[src/rtl/prog_loader_pkg.sv]
// Shared state encoding and stream constants for the boot-time program loader.
package prog_loader_pkg;

   localparam logic [2:0] LEN_LO = 3'd0;
   localparam logic [2:0] LEN_HI = 3'd1;
   localparam logic [2:0] DATA   = 3'd2;
   localparam logic [2:0] CHK    = 3'd3;
   localparam logic [2:0] DONE   = 3'd4;
   localparam logic [2:0] ERROR  = 3'd5;

   localparam int LEN_BYTES      = 2;
   localparam int BYTES_PER_WORD = 4;

endpackage

[src/rtl/prog_loader_word_asm.sv]
// Little-endian byte-to-word assembler for the program loader.
// word_o/word_valid_o are combinational so the 4th byte's word is ready at its accept edge.
module prog_loader_word_asm
   import prog_loader_pkg::*;
(
   input  logic        clk,
   input  logic        reset,
   input  logic        byte_valid_i,
   input  logic [7:0]  byte_i,
   output logic [31:0] word_o,
   output logic        word_valid_o
);

   localparam int BW = $clog2(BYTES_PER_WORD);

   logic [BW-1:0] byte_cnt;
   logic [23:0]   lanes;

   always_ff @(posedge clk) begin
      if (reset) begin
         byte_cnt <= '0;
         lanes    <= '0;
      end else if (byte_valid_i) begin
         byte_cnt <= byte_cnt + 1'b1;
         unique case (byte_cnt)
            2'd0:    lanes[7:0]   <= byte_i;
            2'd1:    lanes[15:8]  <= byte_i;
            2'd2:    lanes[23:16] <= byte_i;
            default: ;
         endcase
      end
   end

   assign word_o       = {byte_i, lanes};
   assign word_valid_o = byte_valid_i &&
                         (byte_cnt == BW'(BYTES_PER_WORD - 1));

endmodule

[src/rtl/prog_loader.sv]
// Boot loader: length-prefixed byte stream into program memory, core held in reset.
// Define PROG_LOADER_CHECKSUM_EN to require a trailing XOR checksum byte.
module prog_loader
   import prog_loader_pkg::*;
#(
   parameter int PROGRAM_MEMORY_DEPTH = 128,
   parameter int MAX_WORDS            = PROGRAM_MEMORY_DEPTH
) (
   input  logic                                    clk,
   input  logic                                    reset,
   input  logic                                    rx_valid_i,
   input  logic [7:0]                              rx_data_i,
   output logic                                    rx_ready_o,
   output logic                                    wr_en_o,
   output logic [$clog2(PROGRAM_MEMORY_DEPTH)-1:0] wr_addr_o,
   output logic [31:0]                             wr_data_o,
   output logic                                    core_reset_o,
   output logic                                    done_o,
   output logic                                    error_o
);

   localparam int          AW    = $clog2(PROGRAM_MEMORY_DEPTH);
   localparam logic [15:0] MAX_N = 16'(MAX_WORDS);

`ifdef PROG_LOADER_CHECKSUM_EN
   localparam logic [2:0] END_ST = CHK;
   logic [7:0] csum;
`else
   localparam logic [2:0] END_ST = DONE;
`endif

   logic [2:0]    state;
   logic [7:0]    len_lo;
   logic [15:0]   n_words;
   logic [AW-1:0] word_idx;
   logic          byte_acc;
   logic          word_valid;
   logic          last_word;
   logic [31:0]   word;
   logic [15:0]   len_full;

   assign rx_ready_o = (state == LEN_LO) || (state == LEN_HI) ||
                       (state == DATA)   || (state == CHK);
   assign byte_acc   = rx_valid_i && rx_ready_o;
   assign len_full   = {rx_data_i, len_lo};
   assign last_word  = ({{(16-AW){1'b0}}, word_idx} == n_words - 16'd1);
   assign done_o     = (state == DONE);
   assign error_o    = (state == ERROR);

   prog_loader_word_asm u_word_asm (
      .clk          (clk),
      .reset        (reset),
      .byte_valid_i (byte_acc && (state == DATA)),
      .byte_i       (rx_data_i),
      .word_o       (word),
      .word_valid_o (word_valid)
   );

   always_ff @(posedge clk) begin
      if (reset) begin
         state        <= LEN_LO;
         len_lo       <= '0;
         n_words      <= '0;
         word_idx     <= '0;
         wr_en_o      <= 1'b0;
         wr_addr_o    <= '0;
         wr_data_o    <= '0;
         core_reset_o <= 1'b1;
`ifdef PROG_LOADER_CHECKSUM_EN
         csum         <= '0;
`endif
      end else begin
         wr_en_o <= 1'b0;
         // Release lags done by a cycle so the last write settles first.
         core_reset_o <= ~done_o;
         if (byte_acc) begin
            unique case (1'b1)
               state == LEN_LO: begin
                  len_lo <= rx_data_i;
                  state  <= LEN_HI;
               end
               state == LEN_HI: begin
                  n_words <= len_full;
                  if (len_full == 16'd0)
                     state <= END_ST;
                  else if (len_full > MAX_N)
                     state <= ERROR;
                  else
                     state <= DATA;
               end
               state == DATA: begin
`ifdef PROG_LOADER_CHECKSUM_EN
                  csum <= csum ^ rx_data_i;
`endif
                  if (word_valid) begin
                     wr_en_o   <= 1'b1;
                     wr_addr_o <= word_idx;
                     wr_data_o <= word;
                     if (last_word)
                        state <= END_ST;
                     else
                        word_idx <= word_idx + 1'b1;
                  end
               end
`ifdef PROG_LOADER_CHECKSUM_EN
               state == CHK:
                  state <= (rx_data_i == csum) ? DONE : ERROR;
`endif
               default: ;
            endcase
         end
      end
   end

endmodule

[config.mk]
export PLATFORM = sky130hd
export DESIGN_NAME = prog_loader
export DESIGN_NICKNAME = d
export VERILOG_FILES = /design/src/rtl/prog_loader_pkg.sv /design/src/rtl/prog_loader_word_asm.sv /design/src/rtl/prog_loader.sv
export SDC_FILE = /design/constraint.sdc
export NUM_CORES = 1
export LEC_CHECK = 0
export CAP_MARGIN = 20
export CORE_AREA = 2 2 90 92
export CTS_CLUSTER_DIAMETER = 60
export CTS_CLUSTER_SIZE = 40
export DETAILED_ROUTE_END_ITERATION = 8
export DIE_AREA = 0 0 92 94
export PLACE_DENSITY = 0.8
export SLEW_MARGIN = 30
export SYNTH_ARGS = -nofsm -noshare
export SYNTH_HDL_FRONTEND = slang
export SYNTH_SLANG_ARGS = --single-unit
[constraint.sdc]
create_clock -name clk -period 5.2 [get_ports clk]
set_input_delay 1.04 -clock clk [delete_from_list [all_inputs] [get_ports clk]]
set_output_delay 1.04 -clock clk [all_outputs]
set_load 0.01 [all_outputs]
==> results.yml <==
logic_synthesis:
  synth_cell_types: 42
  synth_edf_count: 0
  synth_most_common_cell: "nand2_1"
  synth_area_leader_cell: "dfxtp_1"
  synthFlopType: "dfxtp_1"
  mappedNetlistNets: 534
  async_flop_share: 0
  synth.avg_cell_area_um2: 7.91
  synth_common_cells: "nand2_1, dfxtp_1, a21oi_1"
  ys_warn_count: 0
  syn_inst: 517
  synth.area.top_cells: "dfxtp_1, nand2_1, a21oi_1"
  yosysSeqAreaShare: 0.494
  ys_ff_latch: 101
  syn-cell-area_um2: 4090
  netlist.area_leader.share: 0.494
grt:
  grt_antenna_before_repair: 0
  grt_pass1_vias: 3476
  grt-ovfl-total: 0
  gr-usage-all-layers: 0.230
  grt_max_degree: 69
  grt_pass1_wl_mm: 15.9
detailed_routing:
  drtIter0Drc: 260
  wl_mm: 9.26
  firstDrtPassIters: 4
  ant_nets: 0
  vias: 3588
  routedWlPerCell_um: 14.1
  drt-vias-per-instance: 5.45
  drc: 0
setup_path:
  crit_slowest_cell: "or4_1"
  worstPathRequired_ns: 5.50
  crit_chain: "clkdlybuf4s50_1 -> nand2b_1 -> nor3b_2 -> nand2_2 -> or4_1 -> a21oi_1"
  critPathCaptureType: "register"
  cp_top_family: "simple AND/OR/NAND/NOR gates"
  cp_max_fo: 46
  crit_path_start: "rx_valid_i"
  critPathKind: "in2reg"
  reg2reg_from: "state[2]"
  critical_path_buf_inv_count: 1
  slowest_delay_ns: 0.69
  arrival_ns: 3.85
  start_kind: "input pin"
final_layout:
  finalNetCount: 569
  final_core_util: 0.646
  area_growth_pct: 20.2
  fin_area_um2: 4910
  antenna_cells: 0
  instances_no_fill: 658
  drive_above_1_share: 0.0522
sta:
  fmax_mhz: 282
  hold_viol_final: 0
  min_period_ns: 3.55
  slew_headroom: 0.430
  clock_skew_ns: 0.0100
  finalSetupViolCount: 0
  finalCritPeriodShare: 0.683
  drv_slew: 0
  rsz0062_at_grt: "no"
  tns_ns: 0
  worst_pin_slew_ns: 0.848
worst_hold_path:
  worstHoldPathType: "reg2reg"
  holdCritStartpoint: "wr_data_o[16]"
clock_network:
  hold_buffers: 0
  post_cts_resized: 0
  cts_tree: "yes"
  clockBufferDepth: 2
  cts_inserted_buffers: 9
  root_buffer: "clkbuf_8"
  cts-htree-levels: 3
  path_clk_slew_ns: 0.09
  clk_latency_ns: 0.37
  cts_setup_buffers: 0
  clock-sinks: 101
pwr:
  p_per_area_nw_per_um2: 307
  irDropWorstVdd_uv: 211
  leakagePower_nw: 1.59
  totalPowerFinal_mw: 1.51
placement:
  dp_cells: 643
  portBuffers: 54
  dp_hpwl_mm: 6.15
  place_area_um2: 4640
  gp_congestion: 0.862
run_status:
  outcome: "complete, no violations"
floorplan:
  chipHeight_um: 94
  boundaryPins: 55
  fp-row-count: 32
  die_area_um2: 8650
  core_area_um2: 7610
  die_x_um: 92
  initial_core_util: 0.538
run:
  maxCapViolCount: 0
[stage by stage]
| stage | hold WS, ns | worst slack (ns) |
|---|---|---|
| 2_1_floorplan | 0.432 | 2.62 |
| 4_1_cts | 0.459 | 1.67 |
| 3_3_place_gp | 0.443 | 1.37 |
| 3_5_place_dp | 0.446 | 1.31 |
| 6_report | 0.457 | 1.65 |
| 5_1_grt | 0.476 | 1.44 |
[layout make-up]
type / instances / area (µm²)
fillers: 650 / 2690
flip-flops and latches: 101 / 2020
multi-input cells: 376 / 1910
repair buffers: 57 / 561
clock buffers: 10 / 138
clock inverters: 5 / 131
well taps: 102 / 128
inverters: 7 / 26.3
[worst paths after layout]
check	to	slack, ns	cells past startpoint
max	word_idx[3]	1.65	6
min	wr_data_o[16]	0.46	2
min reg2reg	wr_data_o[16]	0.46	2
max reg2reg	word_idx[3]	2.41	5
[registers in the layout (all words and copies together) (netlist names)]
signal and cells:
u_word_asm.byte_cnt 2, wr_en_o 1, n_words 16, state 3, len_lo 8, u_word_asm.lanes 24, wr_addr_o 7, core_reset_o 1
word_idx 7, wr_data_o 32
[tightest hold or removal path, stage by stage (launching register included)]
cell     delay, ns
dfxtp_1       0.31
nand2_1       0.05
a21oi_1       0.05
[cells by family after synthesis]
group           after synthesis  share of synthesized area
simple gates                244                      0.263
compound gates              113                      0.152
flops                       101                      0.494
buf+inv                      40                     0.0407
xor+xnor                      9                     0.0193
fa+ha+maj                     6                     0.0184
mux                           4                     0.0122
[routing by layer]
metal	vias to the layer above	track usage	part of all wire
met2	90	0.405	0.49
met4	0	0.0920	0.014
met3	11	0.0425	0.047
li1	1809	-	-
met1	1678	0.278	0.45
met5	-	0	0
[where the power goes]
group	internal, mW	switching [mW]
registers	0.782	0.00816
clock network	0.382	0.265
logic	0.0253	0.0460
total	1.19	0.319
[placed cells by master (no fill, tap or decap), drive strengths merged, types with 7 or more instances in the layout]
cell type,synthesis,routed
dfxtp,101,101
nand2,161,161
nor2,15,15
clkdlybuf4s50,0,53
nand3,27,27
xnor2,7,7
nor3,8,8
inv,7,8
a21oi,92,92
clkbuf,29,10
Power figures use the tool's default switching activity.
